## src/rtl/local_event_fifo_pkg.sv

```systemverilog
// Shared definitions for the per-channel local event FIFO.
// Holds the default geometry, the stored event-word type and the pointer width.
package local_event_fifo_pkg;

    // Event word width including parity; the stored word drops the parity bit.
    localparam int LEF_WIDTH = 64;

    // Entries per channel FIFO (power of two, 2..16).
    localparam int LEF_DEPTH = 4;

    // Read/write pointer width for the default depth.
    localparam int LEF_PTR_W = $clog2(LEF_DEPTH);

    // Stored (pre-parity) event word.
    typedef logic [LEF_WIDTH-2:0] event_word_t;

endpackage

```

## src/rtl/local_fifo_mem.sv

```systemverilog
// Storage array for local_event_fifo: one synchronous write port and one
// asynchronous read port. Contents are not reset; the FIFO's empty flag
// masks whatever the array holds after reset.
module local_fifo_mem #(
    parameter int DW    = 63,
    parameter int DEPTH = 4,
    parameter int PW    = $clog2(DEPTH)
) (
    input  logic          clk,
    input  logic          we,
    input  logic [PW-1:0] waddr,
    input  logic [DW-1:0] wdata,
    input  logic [PW-1:0] raddr,
    output logic [DW-1:0] rdata
);

    logic [DW-1:0] mem_r [DEPTH];

    // Write the accepted event word into the tail slot.
    always_ff @(posedge clk) begin
        if (we) begin
            mem_r[waddr] <= wdata;
        end
    end

    assign rdata = mem_r[raddr];

endmodule

```

## src/rtl/local_event_fifo.sv

```systemverilog
// Per-channel first-word-fall-through event FIFO feeding the event router.
// Circular buffer with registered pointers, occupancy count and flags.
// Optional feature: define LOCAL_FIFO_OVERFLOW_COUNT_EN to add the
// saturating overflow_count port counting dropped writes.
module local_event_fifo
    import local_event_fifo_pkg::*;
#(
    parameter int WIDTH = LEF_WIDTH,
    parameter int DEPTH = LEF_DEPTH
) (
    input  logic                     clk,
    input  logic                     reset,
    input  logic [WIDTH-2:0]         write_data,
    input  logic                     write_req,
    input  logic                     read_local_fifo_n,
    output logic [WIDTH-2:0]         local_event_out,
    output logic                     local_fifo_empty,
    output logic                     local_fifo_full,
    output logic [$clog2(DEPTH):0]   fifo_count
`ifdef LOCAL_FIFO_OVERFLOW_COUNT_EN
    ,
    output logic [7:0]               overflow_count
`endif
);

    localparam int PW = $clog2(DEPTH);
    localparam int CW = PW + 1;

    logic [PW-1:0]    wr_ptr_r;
    logic [PW-1:0]    rd_ptr_r;
    logic [CW-1:0]    count_r;
    logic [CW-1:0]    count_nxt_s;
    logic             empty_r;
    logic             full_r;
    logic             pop_s;
    logic             wr_s;
    logic [WIDTH-2:0] head_s;

    // Advance a pointer, wrapping from DEPTH-1 back to 0.
    function automatic logic [PW-1:0] next_ptr(input logic [PW-1:0] p);
        return (p == PW'(DEPTH - 1)) ? {PW{1'b0}} : p + PW'(1'b1);
    endfunction

    // A pop needs stored data; a write needs room, or a same-edge pop freeing a slot.
    assign pop_s = ~read_local_fifo_n & ~empty_r;
    assign wr_s  = write_req & (~full_r | pop_s);

    local_fifo_mem #(
        .DW    (WIDTH - 1),
        .DEPTH (DEPTH),
        .PW    (PW)
    ) u_mem (
        .clk   (clk),
        .we    (wr_s),
        .waddr (wr_ptr_r),
        .wdata (write_data),
        .raddr (rd_ptr_r),
        .rdata (head_s)
    );

    // Next occupancy: write and pop on the same edge cancel out.
    always_comb begin
        count_nxt_s = count_r;
        case ({wr_s, pop_s})
            2'b10:   count_nxt_s = count_r + CW'(1'b1);
            2'b01:   count_nxt_s = count_r - CW'(1'b1);
            default: count_nxt_s = count_r;
        endcase
    end

    // Pointers, count and flags; reset wins over any same-edge write or pop.
    always_ff @(posedge clk) begin
        if (reset) begin
            wr_ptr_r <= {PW{1'b0}};
            rd_ptr_r <= {PW{1'b0}};
            count_r  <= {CW{1'b0}};
            empty_r  <= 1'b1;
            full_r   <= 1'b0;
        end else begin
            if (wr_s) begin
                wr_ptr_r <= next_ptr(wr_ptr_r);
            end
            if (pop_s) begin
                rd_ptr_r <= next_ptr(rd_ptr_r);
            end
            count_r <= count_nxt_s;
            empty_r <= (count_nxt_s == {CW{1'b0}});
            full_r  <= (count_nxt_s == CW'(DEPTH));
        end
    end

`ifdef LOCAL_FIFO_OVERFLOW_COUNT_EN
    logic [7:0] overflow_r;

    // Count writes dropped because the FIFO was full with no pop; saturate at 255.
    always_ff @(posedge clk) begin
        if (reset) begin
            overflow_r <= 8'd0;
        end else if (write_req && full_r && !pop_s && (overflow_r != 8'd255)) begin
            overflow_r <= overflow_r + 8'd1;
        end
    end

    assign overflow_count = overflow_r;
`endif

    // Head word falls through while data is stored; zero when empty or in reset.
    assign local_event_out  = (empty_r || reset) ? {(WIDTH-1){1'b0}} : head_s;
    assign local_fifo_empty = empty_r;
    assign local_fifo_full  = full_r;
    assign fifo_count       = count_r;

endmodule

```

## config.mk

```make
export PLATFORM = sky130hd
export DESIGN_NAME = local_event_fifo
export DESIGN_NICKNAME = d
export VERILOG_FILES = /design/src/rtl/local_event_fifo_pkg.sv /design/src/rtl/local_fifo_mem.sv /design/src/rtl/local_event_fifo.sv
export SDC_FILE = /design/constraint.sdc
export NUM_CORES = 1
export LEC_CHECK = 0
export BUFFER_PORTS_ARGS = -buffer_cell sky130_fd_sc_hd__buf_4
export CAP_MARGIN = 20
export CORE_UTILIZATION = 60
export CTS_BUF_LIST = sky130_fd_sc_hd__clkbuf_4 sky130_fd_sc_hd__clkbuf_8 sky130_fd_sc_hd__clkbuf_16
export DETAILED_ROUTE_END_ITERATION = 8
export PLACE_DENSITY = 0.85
export SYNTH_ARGS = -nofsm -noshare
export SYNTH_HDL_FRONTEND = slang
export SYNTH_SLANG_ARGS = --single-unit
```

## constraint.sdc

```tcl
create_clock -name clk -period 7.2 [get_ports clk]
set_clock_uncertainty 0.1 [all_clocks]
set_input_delay 0.36 -clock clk [delete_from_list [all_inputs] [get_ports clk]]
set_output_delay 0.36 -clock clk [all_outputs]
set_load 0.01 [all_outputs]
```

# == Word level (Yosys, flattened, before mapping) ==
# Memory sizes are Yosys's and may differ from the RTL's. A register that Yosys moved wholly into a read port is not among the register bits.
# Index checks and enable logic that the tools add are counted.
# W data, S select, Z words.
# word_totals
register_bits,9
ramBits,252
output_inout_bits,68
wordCells,31
memories,1
# classes
addsub,4
n_eq_ne,5
muxes,8
n_bitwise,6
reduce_logical,2
# memory_table
memory,words,word_bits,rd,rd_ports_with_merged_regs,write_ports,line,source
u_mem.mem_r,4,63,1,1,1,local_fifo_mem.sv:17,logic [DW-1:0] mem_r [DEPTH];
# ops
op,count
$mux W63,1
$mux W2,4
$eq A2 B2 Y1 const B,3
$pmux W3 S2,1
$add A2 B1 Y2 const B,2
$add A3 B1 Y3 const B,1
$eq A3 B3 Y1 const B,1
$logic_not A3 Y1,1
$not A1 Y1,3
$sub A3 B1 Y3 const B,1
$and A1 B1 Y1,2
$eq A2 B1 Y1 const B,1
$mux W1,2
$logic_or A1 B1 Y1,1
$or A1 B1 Y1,1

# == Longest topological paths before layout ==
# Gate-level depths: netlist of the first run.
# depth
ltp_word,7
ltp_mapped,8

# == By module ==
# A second synthesis of the first run with hierarchy kept.
# hier_totals
hier_cells,452
area_unflattened_um2,10067.2
# by_module_without_submodules
mod,instances,cells_each,area_per_inst_um2
local_fifo_mem,1,333,9193.8
local_event_fifo,1,119,873.3

# == Worst setup path after synthesis of the first run ==
# OpenSTA, ideal clock, no wires.
# synth_timing
kind,register to register
from,"register empty_r, in the netlist local_fifo_empty"
to,memory u_mem.mem_r[0][0] (enable)
setup_ps,428
t_arrival_ps,2338
t_required_ps,6672
slack_ps,4334
path_stages_with_launch,3
path_buffers,0
synth_period_minus_slack_ps,2866
path_cell_list,dfxtp_1 o21ai_0 and3_1
# synth_between
elab_chain_len,6
# synth_lines
item,line,source
"start, declared",local_event_fifo.sv:33,logic empty_r;
"start signal, assigned",local_event_fifo.sv:87,empty_r <= (count_nxt_s == {CW{1'b0}});
$not A1 Y1,local_event_fifo.sv:45,assign pop_s = ~read_local_fifo_n & ~empty_r;
$and A1 B1 Y1,local_event_fifo.sv:45,
$or A1 B1 Y1,local_event_fifo.sv:46,assign wr_s = write_req & (~full_r | pop_s);
$and A1 B1 Y1,local_event_fifo.sv:46,
$mux W1,local_fifo_mem.sv:21,if (we) begin
$mux W1 (implied by the code),local_fifo_mem.sv:22,mem_r[waddr] <= wdata;
"end, declared",local_fifo_mem.sv:17,
# Every way passes these cells.

==> impl_metrics.toml, run 1 <==
[cells_and_area]
mostFrequentLayoutCell = "edfxtp_1"
nNetsFinal = 737
syn2layout_area_growth_pct = 27.6
final_cell_mix = "edfxtp_1 (252), buf_4 (136), nor2b_1 (65), dlygate4sd3_1 (64), mux4_2 (60)"
drive_above_1_share = 0.365
fin_util = 0.780
n_antenna_cell = 0

[clock_tree]
htreeDepth = 1
clk_latency_ps = 520
clockBufferDepth = 3
cts.root.buffer_cell = "clkbuf_16"
numCtsBuffers = 26
cts_tree = "built"
clk_pin_slew_ps = 60
clkSinkCount = 263
ctsResizeCount = 0

[worst_setup_path]
cp.required_ps = 6740
cpMaxStageDelayCell = "buf_4"
critPathArrivalTime_ps = 2900
crit_family = "buffers and inverters"
critPathBufInv = 2
reg2reg_depth = 8
crit_chain = "buf_4, mux4_1, nor2b_1, buf_4"
path_depth = 4
worstSetupPathType = "flop to output port"
crit_path_start_kind = "flop"
crit_top_cell = "buf_4"
cp_max_fo = 40
slowest_delay_ps = 750
cp-end-kind = "output port"

[timing]
finalWorstSetupSlack_ps = 3840
tightest_slew_ps = 978
rsz0062_at_grt = "false"
setup_viol = 0
slew_violations = 0
max-slew-margin-rel = 0.348
tns_ps = 0
finalCritPeriodShare = 0.467
min_period_ps = 3360
timing.fmax_ghz = 0.298
finalHoldViolCount = 0

[global_routing]
overflow = 0
grt_start_max_net_pins = 64
grt_pass1_wl_um = 29700
grt_pass1_vias = 5285
antenna_found_initial = 0
grt_util_all_layers = 0.225

[pwr]
intPower_mw = 3.05
total_leakage_power_nw = 4.43
netSwitchingPower_uw = 899
comb_power_share = 0.153
power_density_mw_per_mm2 = 307
vdd_drop_max_uv = 278
switching_share = 0.228
p_clk_frac = 0.375
seq_power_share = 0.472

[floorplanning]
dieHeight_um = 132
coreArea_mm2 = 0.0165
dieArea_mm2 = 0.0173
initial_core_util = 0.612
rows = 47
die_w_um = 132
io_pins = 135

[placed_design]
pre_cts_ws_ps = 4180
dp_hpwl_um = 10100
io_buffers = 134
gp_congestion = 0.735

[drt]
drtAntennaViolNets = 0
drt_drc_violations_left = 0
firstDrtPassIters = 4
drt_iter0_drc = 378
wirelength_um = 19000
vias = 5079
viasPerCell = 5.62
post_drt_wl_per_cell_um = 21.0

[synth]
synth_warnings = 0
ys_types = 29
ys_seq_elements = 263
syn_avg_cell_area_um2 = 22.0
synthFlopType = "edfxtp_1"
synth_area_mm2 = 0.0101
syn_inst = 457
synth-edff-count = 252
ys_async_sr_fraction = 0
synth_seq_area_share = 0.773
syn_nets = 531

[run_status]
outcome = "finished, final reports clean"

[run]
maxCapViolations = 0

[hold_path]
hold_path_class = "input pin to flop"
whs_path_depth = 3
## synthesized netlist by cell type (all sizes together), types with 2 or more instances
library cell  count  area (um2)
edfxtp          252        7570
nor2b            65         407
mux4             63        1430
buf              13         109
dfxtp            11         220
clkbuf            9        35.0
ha                6        75.1
nor2              5        18.8
and3              4        25.0
nand2             4        15.0
o21ai             4        20.0
a21oi             3        15.0
inv               3        11.3
nor3b             2        15.0
o31ai             2        15.0
## timing repair
| action | 4_1_cts | 5_1_grt |
|---|---|---|
| buffers inserted | 0 | 0 |
| hold endpoints to repair | 256 | 0 |
| hold buffers | 64 | 0 |
## final cells by class
cell class,instances,area [um2]
Clock inverter,17,244
Tap cell,220,275
Fill cell,850,3610
Multi-Input combinational cell,169,2150
Clock buffer,31,712
Sequential cell,263,7790
Timing Repair Buffer,200,1660
Inverter,3,11.3
## final timing paths
check                        start            endpoint  slack, ps
setup reg to reg  local_fifo_empty    local_fifo_empty       4210
setup / recovery              flop  local_event_out[1]       3840
hold / removal           write_req         wr_ptr_r[0]         70
hold reg to reg        rd_ptr_r[1]                flop        430
## stage by stage
step / hold WS [ps] / std cells / power (mW) / cell area, um2
2_1_floorplan: 359 / 457 / 2.25 / 10100
3_3_place_gp: 369 / 791 / 2.45 / 11300
6_report: 71.9 / 903 / 3.95 / 12900
4_1_cts: 35.9 / 903 / 3.97 / 12900
3_5_place_dp: 407 / 791 / 2.47 / 11300
5_1_grt: 79.5 / 903 / 4.08 / 12900
## worst register-to-register path, stage by stage (launching register included)
cell     delay [ps]
dfxtp_1         360
o21ai_0         660
and2_1          300
inv_1            70
ha_1            220
fa_1            390
xnor2_1         170
or4_1           470
o311a_1         140
## registers in the layout, summed over array words and instances, names as in the netlist, named ones only
register / cells
u_mem.mem_r: 252
fifo_count: 3
rd_ptr_r: 2
wr_ptr_r: 2
local_fifo_empty: 1
local_fifo_full: 1
## cell families (layout without fill, tap and decap cells)
group | after synthesis | count (layout) | share of synthesized area
compound gates | 10 | 10 | 0.00596
fa+ha+maj | 7 | 7 | 0.00944
simple gates | 86 | 86 | 0.0515
flops | 263 | 263 | 0.773
mux | 64 | 64 | 0.143
buf+inv | 25 | 251 | 0.0154
xor+xnor | 2 | 2 | 0.00174
## power groups by stage
stage | clock (mW) | combinational, mW | sequential [mW]
2_1_floorplan | 0 | 0.390 | 1.86
3_3_place_gp | 0 | 0.568 | 1.88
3_5_place_dp | 0 | 0.581 | 1.89
4_1_cts | 1.50 | 0.613 | 1.86
5_1_grt | 1.56 | 0.650 | 1.87
6_report | 1.48 | 0.606 | 1.86
## layer usage
layer  vias up  global-route usage  share of wire
met2       176               0.374           0.51
met3        35              0.0378          0.052
met1      2606               0.312           0.42
met5         -                   0              0
li1       2262                   -              -
met4         0              0.0614          0.019
Note: power is estimated with default switching activity, not from simulation.
==> run 2: changes to the inputs <==
Settings changed: CORE_UTILIZATION 60 to 57, PLACE_DENSITY 0.85 to 0.81.
Clock period 7.2 ns to 3.2 ns, I/O delays scaled along.
==> run 2 against run 1 <==
Net effect:
- non-clock buffer count up 13
- critical path type unchanged
- power grew 120%
- first-iteration DRC count increased by 11%
- cell area grew 0.54%
- critical path depth unchanged
==> impl_metrics.toml, run 2 (synthesized netlist as in run 1, its figures left out) <==
[run_status]
outcome = "finished, final reports clean"

[drt]
drt_drc_violations_left = 0
vias = 5172
wirelength_um = 19300
drtAntennaViolNets = 0
viasPerCell = 5.62
firstDrtPassIters = 4
post_drt_wl_per_cell_um = 20.9
drt_iter0_drc = 421

[floorplanning]
die_w_um = 135
initial_core_util = 0.582
rows = 48
io_pins = 135
dieArea_mm2 = 0.0182
dieHeight_um = 135
coreArea_mm2 = 0.0173

[clock_tree]
clkSinkCount = 263
cts_tree = "built"
ctsHoldBuffers = 67
cts.root.buffer_cell = "clkbuf_16"
clockBufferDepth = 3
numCtsBuffers = 26
htreeDepth = 1
clk_pin_slew_ps = 60
post_cts_buffers = 0
clk_latency_ps = 510
ctsResizeCount = 0

[global_routing]
overflow = 0
grt_pass1_vias = 5466
grt_util_all_layers = 0.217
antenna_found_initial = 0
grt_pass1_wl_um = 29300
grt_start_max_net_pins = 64

[timing]
max-slew-margin-rel = 0.480
min_period_ps = 2690
holdWs_ps = 291
setup_viol = 0
slew_violations = 0
finalHoldViolCount = 0
tns_ps = 0
rsz0062_at_grt = "false"
finalCritPeriodShare = 0.840
timing.fmax_ghz = 0.372
tightest_slew_ps = 780

[cells_and_area]
nNetsFinal = 750
mostFrequentLayoutCell = "edfxtp_1"
final_cell_mix = "edfxtp_1 (252), buf_4 (142), dlygate4sd3_1 (67), nor2b_1 (65), mux4_2 (60)"
n_antenna_cell = 0
fillCellCount = 1010
syn2layout_area_growth_pct = 28.3
largest_register = "u_mem.mem_r"
drive_above_1_share = 0.365
largest_register_ffs = 252

[worst_setup_path]
worstSetupPathType = "flop to output port"
cp_max_fo = 20
critPathArrivalTime_ps = 2430
cp-end-kind = "output port"
cp.required_ps = 2940
crit_path_start_kind = "flop"

[hold_path]
hold_path_class = "input pin to flop"

[pwr]
total_leakage_power_nw = 4.47
power_density_mw_per_mm2 = 668
vdd_drop_max_uv = 555

[placed_design]
gp_congestion = 0.792
io_buffers = 134
dp_hpwl_um = 10700

[run]
maxCapViolations = 0
run 2: layout make-up:
type | instances | area [um2] | share of cell area
Timing Repair Buffer | 213 | 1820 | 0.141
Inverter | 3 | 11.3 | 0.000872
Clock buffer | 34 | 728 | 0.0564
Clock inverter | 13 | 136 | 0.0106
Sequential cell | 263 | 7790 | 0.603
Tap cell | 225 | 282 | 0.0218
Multi-Input combinational cell | 169 | 2150 | 0.167
run 2: path summary, 6_finish.rpt:
kind | from | endpoint | slack (ps) | cells past startpoint
max reg2reg | local_fifo_empty | local_fifo_empty | 600 | 9
min | write_data[57] | u_mem.mem_r[1][57] | 290 | 2
min reg2reg | wr_ptr_r[1] | wr_ptr_r[1] | 470 | 2
max | flop | local_event_out[62] | 510 | 4
run 2: layer usage:
layer  vias to the layer above  wire [um]  GRT usage
li1                       2290          -          -
met1                      2695       8020      0.290
met2                       167      10000      0.380
met3                        20       1020     0.0357
met4                         0        202     0.0481
met5                         -          0          0
run 2: where the power goes:
part	leakage, nW	internal (mW)	total [mW]	switching [mW]
Combinational	1.63	0.774	1.44	0.663
Sequential	2.41	4.04	4.17	0.131
Clock	0.433	1.84	3.02	1.18
Total	4.47	6.65	8.63	1.98
run 2: critical path, cell delays in order, from the launching register on:
cell and delay [ps]:
dfxtp_4 620, buf_4 380, mux4_1 570, nor2b_1 150
buf_4 180
run 2: per-stage QoR:
stage / instances / util / power, mW / worst slack (ps) / cell area [um2]
4_1_cts: 920 / 0.747 / 8.69 / 421 / 12900
2_1_floorplan: 457 / - / 5.06 / 334 / 10100
3_5_place_dp: 806 / 0.658 / 5.62 / 698 / 11400
5_1_grt: 920 / 0.747 / 8.95 / 335 / 12900
3_3_place_gp: 806 / 0.658 / 5.55 / 793 / 11400
6_report: 920 / 0.747 / 8.63 / 511 / 12900
